## src/rtl/rgb_lookup_arbiter_pkg.sv

```systemverilog
// Shared definitions for the colour-to-RGB lookup arbiter: FSM states, grant
// identifiers and the default contents of the colour memory.
package rgb_lookup_arbiter_pkg;

   typedef enum logic [1:0] {
      ST_IDLE  = 2'd0,
      ST_ISSUE = 2'd1,
      ST_WAIT  = 2'd2,
      ST_RESP  = 2'd3
   } state_e;

   typedef enum logic {
      GRANT_A = 1'b0,
      GRANT_B = 1'b1
   } grant_e;

   // Default colour memory image, indexed by 3-bit colour code.
   localparam logic [23:0] DEFAULT_RGB [8] = '{
      24'h000000, 24'h0000FF, 24'h00FF00, 24'h00FFFF,
      24'hFF0000, 24'hFF00FF, 24'hFFFF00, 24'hFFFFFF
   };

   function automatic logic [23:0] default_rgb(input logic [2:0] colour);
      return DEFAULT_RGB[colour];
   endfunction

endpackage

```

## src/rtl/rgb_lookup_arbiter_rr_arb2.sv

```systemverilog
// Combinational two-way round-robin picker: a lone requester wins outright,
// a tie goes to whichever requester was not granted last.
module rr_arb2
   import rgb_lookup_arbiter_pkg::*;
(
   input  logic   req_a_i,
   input  logic   req_b_i,
   input  grant_e last_grant_i,
   output logic   gnt_a_o,
   output logic   gnt_b_o
);

   always_comb begin
      gnt_a_o = req_a_i && (!req_b_i || (last_grant_i == GRANT_B));
      gnt_b_o = req_b_i && (!req_a_i || (last_grant_i == GRANT_A));
   end

endmodule

```

## src/rtl/rgb_lookup_arbiter.sv

```systemverilog
// Shares a single-port read-only colour memory between requesters A and B:
// round-robin grant, one-cycle memory enable, latency wait, per-requester response.
module rgb_lookup_arbiter
   import rgb_lookup_arbiter_pkg::*;
#(
   parameter int unsigned LATENCY = 1
) (
   input  logic        clk,
   input  logic        rst_n,
   input  logic        enable,
   input  logic        req_valid_a,
   input  logic [2:0]  colour_a,
   output logic        req_ready_a,
   output logic        resp_valid_a,
   output logic [23:0] rgb_a,
   input  logic        req_valid_b,
   input  logic [2:0]  colour_b,
   output logic        req_ready_b,
   output logic        resp_valid_b,
   output logic [23:0] rgb_b,
   output logic        rom_en,
   output logic [2:0]  rom_addr,
   input  logic [23:0] rom_data
);

   localparam int unsigned CNT_W = 2;

   state_e             state_q, state_d;
   grant_e             grant_q, last_grant_q, grant_sel;
   logic [2:0]         rom_addr_q;
   logic [CNT_W-1:0]   cnt_q;
   logic [23:0]        rgb_a_q, rgb_b_q;
   logic               gnt_a, gnt_b;

   rr_arb2 u_rr_arb2 (
      .req_a_i      (enable && req_valid_a),
      .req_b_i      (enable && req_valid_b),
      .last_grant_i (last_grant_q),
      .gnt_a_o      (gnt_a),
      .gnt_b_o      (gnt_b)
   );

   assign grant_sel = gnt_a ? GRANT_A : GRANT_B;

   always_ff @(posedge clk or negedge rst_n) begin
      if (!rst_n) state_q <= ST_IDLE;
      else        state_q <= state_d;
   end

   always_comb begin
      state_d = state_q;
      case (state_q)
         ST_IDLE:  if (gnt_a || gnt_b) state_d = ST_ISSUE;
         ST_ISSUE: state_d = ST_WAIT;
         ST_WAIT:  if (cnt_q == '0) state_d = ST_RESP;
         ST_RESP:  state_d = ST_IDLE;
         default:  state_d = ST_IDLE;
      endcase
   end

   // Data is captured at the end of the last WAIT cycle so rgb_x first shows the
   // new value in the RESP cycle, alongside its strobe.
   always_ff @(posedge clk or negedge rst_n) begin
      if (!rst_n) begin
         grant_q      <= GRANT_A;
         last_grant_q <= GRANT_B;
         rom_addr_q   <= '0;
         cnt_q        <= '0;
         rgb_a_q      <= '0;
         rgb_b_q      <= '0;
      end else begin
         case (state_q)
            ST_IDLE: begin
               if (gnt_a || gnt_b) begin
                  grant_q      <= grant_sel;
                  last_grant_q <= grant_sel;
                  rom_addr_q   <= gnt_a ? colour_a : colour_b;
               end
            end
            ST_ISSUE: cnt_q <= CNT_W'(LATENCY - 1);
            ST_WAIT: begin
               if (cnt_q == '0) begin
                  if (grant_q == GRANT_A) rgb_a_q <= rom_data;
                  else                    rgb_b_q <= rom_data;
               end else begin
                  cnt_q <= cnt_q - 1'b1;
               end
            end
            default: ;
         endcase
      end
   end

   // Ready is qualified by rst_n so it stays low while reset is held.
   always_comb begin
      req_ready_a  = rst_n && (state_q == ST_IDLE) && gnt_a;
      req_ready_b  = rst_n && (state_q == ST_IDLE) && gnt_b;
      resp_valid_a = (state_q == ST_RESP) && (grant_q == GRANT_A);
      resp_valid_b = (state_q == ST_RESP) && (grant_q == GRANT_B);
      rom_en       = (state_q == ST_ISSUE);
      rom_addr     = rom_addr_q;
      rgb_a        = rgb_a_q;
      rgb_b        = rgb_b_q;
   end

endmodule

```

## config.mk

```make
export PLATFORM = sky130hd
export DESIGN_NAME = rgb_lookup_arbiter
export DESIGN_NICKNAME = d
export VERILOG_FILES = /design/src/rtl/rgb_lookup_arbiter_pkg.sv /design/src/rtl/rgb_lookup_arbiter_rr_arb2.sv /design/src/rtl/rgb_lookup_arbiter.sv
export SDC_FILE = /design/constraint.sdc
export NUM_CORES = 1
export LEC_CHECK = 0
export BUFFER_PORTS_ARGS = -buffer_cell sky130_fd_sc_hd__buf_4
export CORE_ASPECT_RATIO = 1.1
export CORE_MARGIN = 2
export CORE_UTILIZATION = 52
export DETAILED_ROUTE_END_ITERATION = 10
export PLACE_DENSITY = 0.85
export RECOVER_POWER = 50
export SLEW_MARGIN = 20
export SYNTH_ARGS = -nofsm -noshare
export SYNTH_HDL_FRONTEND = slang
export SYNTH_HIERARCHICAL = 1
export SYNTH_SLANG_ARGS = --single-unit
```

## constraint.sdc

```tcl
create_clock -name clk -period 4.8 [get_ports clk]
set_input_delay 1.44 -clock clk [delete_from_list [all_inputs] [get_ports clk]]
set_output_delay 1.44 -clock clk [all_outputs]
set_load 0.005 [all_outputs]
```

* Yosys cells after proc, flatten, opt, wreduce, memory -nomap -nowiden
Index checks and enable logic that the tools add are counted.
** Storage, ports and cells
- Memories :: 0
- Logic and storage cells :: 45
- RAM bits :: 0
- Bits in latches :: 0
- Input bits :: 35
- Bits in read-only memories :: 0
- Output and inout bits :: 56
- Register bits after elaboration :: 57
** Cells by class
- Bitwise logic cells :: 2
- Divide/modulo/power cells :: 0
- Multiply operators :: 0
- Reductions and logical operators :: 22
- Eq/ne operators :: 6
- Magnitude comparators :: 0
- $add $sub $neg :: 1
- Muxes and demuxes :: 7
- Shift operators :: 0
** Operators with widths (count)
- $logic_and 1x1->1 :: 9
- $pmux 2 s4 :: 1
- $mux 2 :: 3
- $ne 2x2->1 const B :: 3
- $reduce_and 2->1 :: 3
- $reduce_and 3->1 :: 2
- $eq 2x2->1 const B :: 2
- $logic_not 2->1 :: 2
- $pmux 2 s2 :: 1
- $logic_or 1x1->1 :: 3
- $mux 3 :: 1
- $eq 2x1->1 const B :: 1
- $logic_not 1->1 :: 2
- $not 1->1 :: 2
- $reduce_bool 2->1 :: 1
- $sub 2x1->2 const B :: 1
- $mux 1 :: 1

* Depth between registers and ports, before layout
- Depth in word-level cells :: 7
- Gate-level depth with buffers :: 6
- Gate-level depth less buffers :: 5

* By module
The synthesis kept the hierarchy.
** By module, submodules not included
- rgb_lookup_arbiter :: area an instance 2304.7 um2, sequential area each 1427.6 um2, instances 1, cells each 153
- rr_arb2 :: area an instance 18.8 um2, sequential area each 0.0 um2, instances 1, cells each 3

* Least setup slack after synthesis
Ideal clock, no wire load.
- Path type :: input-to-output
- From :: in enable
- To :: out req_ready_b
- Cell stages on the path :: 4
- Data required time :: 3.360 ns
- Arrival time :: 2.151 ns
- Slack :: 1.209 ns
- Cells stage by stage :: and2_1 a21boi_0 clkbuf_1 and3_1
** On the way
- Word-level cells in the longest chain between the ends :: 5
- Elaborated cells between the ends (all ways) :: 6
- Those cells by class :: 6 x reduce/logical
** Ends and longest elaborated chain
- start, declared :: RTL line rgb_lookup_arbiter.sv:10 : input logic enable,
- $logic_and 1x1->1 :: RTL line rgb_lookup_arbiter.sv:36 : .req_a_i (enable && req_valid_a),
- $logic_not 1->1 :: RTL line rgb_lookup_arbiter_rr_arb2.sv:15 : gnt_b_o = req_b_i && (!req_a_i || (last_grant_i == GRANT_A));
- $logic_or 1x1->1 :: RTL line rgb_lookup_arbiter_rr_arb2.sv:15
- $logic_and 1x1->1 (*) :: RTL line rgb_lookup_arbiter_rr_arb2.sv:15
- via gnt_b :: RTL line rgb_lookup_arbiter.sv:33 : logic gnt_a, gnt_b;
- $logic_and 1x1->1 (*) :: RTL line rgb_lookup_arbiter.sv:97 : req_ready_b = rst_n && (state_q == ST_IDLE) && gnt_b;
- end, declared :: RTL line rgb_lookup_arbiter.sv:18 : output logic req_ready_b,
Mark *: on every way through the listed nets, which the timed path passes. The rest lies on a longest branch.

* Worst setup path in the final report
Ends and elaborated chain as after synthesis.

==> results_dict.tcl <==
set metrics [dict create \
    rsz0062_at_grt "false" \
    worstPathRequired_ps 3360 \
    cp_max_fo 8 \
    drt_wl_total_um 4918 \
    avgSynthCellArea_um2 14.89 \
    area_growth_pct 38.02 \
    nets 293 \
    synth-seq-cells 57 \
    rrSetupSlack_ps 2360 \
    utilization 0.7483 \
    max_freq_mhz 254.4 \
    globalRouteMet1Util 0.2428 \
    port_buffers 90 \
    gp_congestion 0.7949 \
    place_hpwl_um 3471 \
    grtUsageMet3 0.06505 \
    period_needed_ps 3931 \
    met2_usage 0.3540 \
    ctsLongestPathBuffers 2 \
    antenna_found_initial 0 \
    synth.yosys.seq_area_share 0.6144 \
    max_slew_margin 0.1917 \
    vias_per_cell 5.224 \
    cpMostUsedCell "buf_4" \
    power_leakage_nw 1.545 \
    antenna_left 0 \
    min_period_over_period 0.8190 \
    synth_top_area_share 0.6031 \
    die_h_um 74.11 \
    hold_buffers 0 \
    drc 0 \
    final_cell_mix "90 x buf_4, 56 x dfrtp_1, 48 x mux2_2, 10 x clkbuf_8, 8 x a21oi_1" \
    drtPass1Iterations 4 \
    worst_slew_pin_slew_ps 1209 \
    hp-class "flop to flop" \
    antennaDiodeCount 0 \
    path_cells "buf_4, and2_0, a21boi_0, clkbuf_1, and3_1, buf_4" \
    arrival_ps 2490 \
    maxCapViolations 0 \
    ctsResizeCount 0 \
    power_density_nw_per_um2 687.3 \
    drive_gt1_frac 0.5930 \
    cts_tree "done" \
    vias 1630 \
    cpMaxStageDelayCell "clkbuf_1" \
    final_hold_viol_count 0 \
    die_w_um 67.74 \
    synth_cell_type_count 22 \
    cts_root_buf "clkbuf_8" \
    drt_iter0_drc 82 \
    wire_per_inst_um 15.76 \
    skew_ps 5.065 \
    yosys_warnings 6 \
    grt_use_total 0.2109 \
    yosysTopAreaCell "dfrtp_1" \
    design.core.area_um2 4285 \
    grt_max_degree 58 \
    mostFrequentLayoutCell "buf_4" \
    htreeDepth 3 \
    num_rows 25 \
    status "complete, no violations" \
    cts_setup_buffers 0 \
    setup.worst_path.start_class "input port" \
    grt_pass1_wl_um 7562 \
    syn_area_um2 2323 \
    cts_sinks 57 \
    path_clk_slew_ps 60 \
    insertion_delay_ps 330 \
    grt.overflow.total 0 \
    peakVddDrop_uv 500.2 \
    grt_pass1_vias 1627 \
    crit_path_max_incr_delay_ps 290 \
    finalMaxSlewViolations 0 \
    syn_inst 156 \
    setup_violations 0 \
    finalSetupTns_ps 0 \
    die_area_um2 5020 \
    yosys-top-cells-area "dfrtp_1 60%, mux2_2 24%, ha_1 2.7%" \
    initial_utilization 0.5422 \
    synth_nets 196 \
    critPathKind "input port to output pin" \
    pin_count 91 \
    busiest_layer "met2" \
    numCtsBuffers 9 \
    end_kind "output pin" \
]
==> area by class of cell <==
cell class,count,area (um^2)
clock buffer,13,148.9
tap,54,67.56
fill,287,1079
inverter,7,26.28
timing repair buffer,92,683.2
multi-input combinational,86,813.3
sequential,57,1428
clock inverter,3,40.04
==> logic make-up after synthesis <==
| kind of cell | after synthesis | synth area share |
|---|---|---|
| multiplexers | 50 | 0.2418 |
| flip-flops | 57 | 0.6144 |
| buffers and inverters | 13 | 0.03393 |
| AND/OR/NAND/NOR | 12 | 0.03285 |
| AO/OA/AOI/OAI | 19 | 0.05008 |
| adder cells (fa/ha/maj) | 5 | 0.02693 |
==> worst max-delay path: cells and delay by family <==
| family | cells | cell delay (ps) |
|---|---|---|
| buffers and inverters | 3 | 510 |
| AND/OR/NAND/NOR | 2 | 360 |
| AO/OA/AOI/OAI | 1 | 180 |
==> path summary, 6_finish.rpt <==
kind	start	endpoint	cells past startpoint
setup / recovery	enable	req_ready_b	6
hold / removal	rgb_a[0]	rgb_a[0]	1
setup reg to reg	state_q[0]	rgb_a[17]	4
hold reg to reg	rgb_a[0]	rgb_a[0]	1
max in group asynchronous	rst_n	rgb_a[16]	2
min in group asynchronous	rst_n	rgb_b[15]	2
==> synth_stat cells <==
library cell   n
inv_1          7
a21oi_1        8
o31a_1         1
nor2b_1        1
dfstp_2        1
a21boi_0       1
and3_1         2
ha_1           5
nand2_1        2
nand3b_2       1
dfrtp_1       56
a21boi_1       1
nor2_1         1
and2_1         3
nand2b_1       1
mux2i_1        1
mux2_2        49
clkbuf_1       2
nand3_2        1
o22a_1         1
o22ai_1        7
buf_6          4
==> sequential cells by signal (all words and copies together) (netlist names) <==
register	count
cnt_q	2
grant_q	1
last_grant_q	1
rgb_a	24
rgb_b	24
rom_addr	3
state_q	2
==> metrics by stage <==
stage / hold slack, ps / total power [mW] / setup slack, ps / cells / area [um^2]
floorplan: 502.8 / 1.335 / 1209 / 156 / 2323
global placement: 488.7 / 1.755 / 1016 / 296 / 3029
detailed placement: 495.0 / 1.796 / 948.8 / 296 / 3029
CTS: 508.6 / 2.233 / 939.1 / 312 / 3218
global route: 521.7 / 2.342 / 781.3 / 312 / 3207
finish: 505.4 / 2.204 / 868.7 / 312 / 3207
==> routing by layer <==
metal,share of wire,wire length (um)
met1,0.39,1940
met2,0.51,2513
met3,0.073,361
met4,0.021,103
met5,0,0
==> where the power goes <==
part	total [mW]	switching (mW)	leakage, nW	internal (mW)
combinational	0.916	0.331	0.776	0.585
sequential	0.861	0.135	0.672	0.725
clock	0.427	0.175	0.0974	0.253
total	2.20	0.641	1.55	1.56
Note: power is estimated with default switching activity, not from simulation.
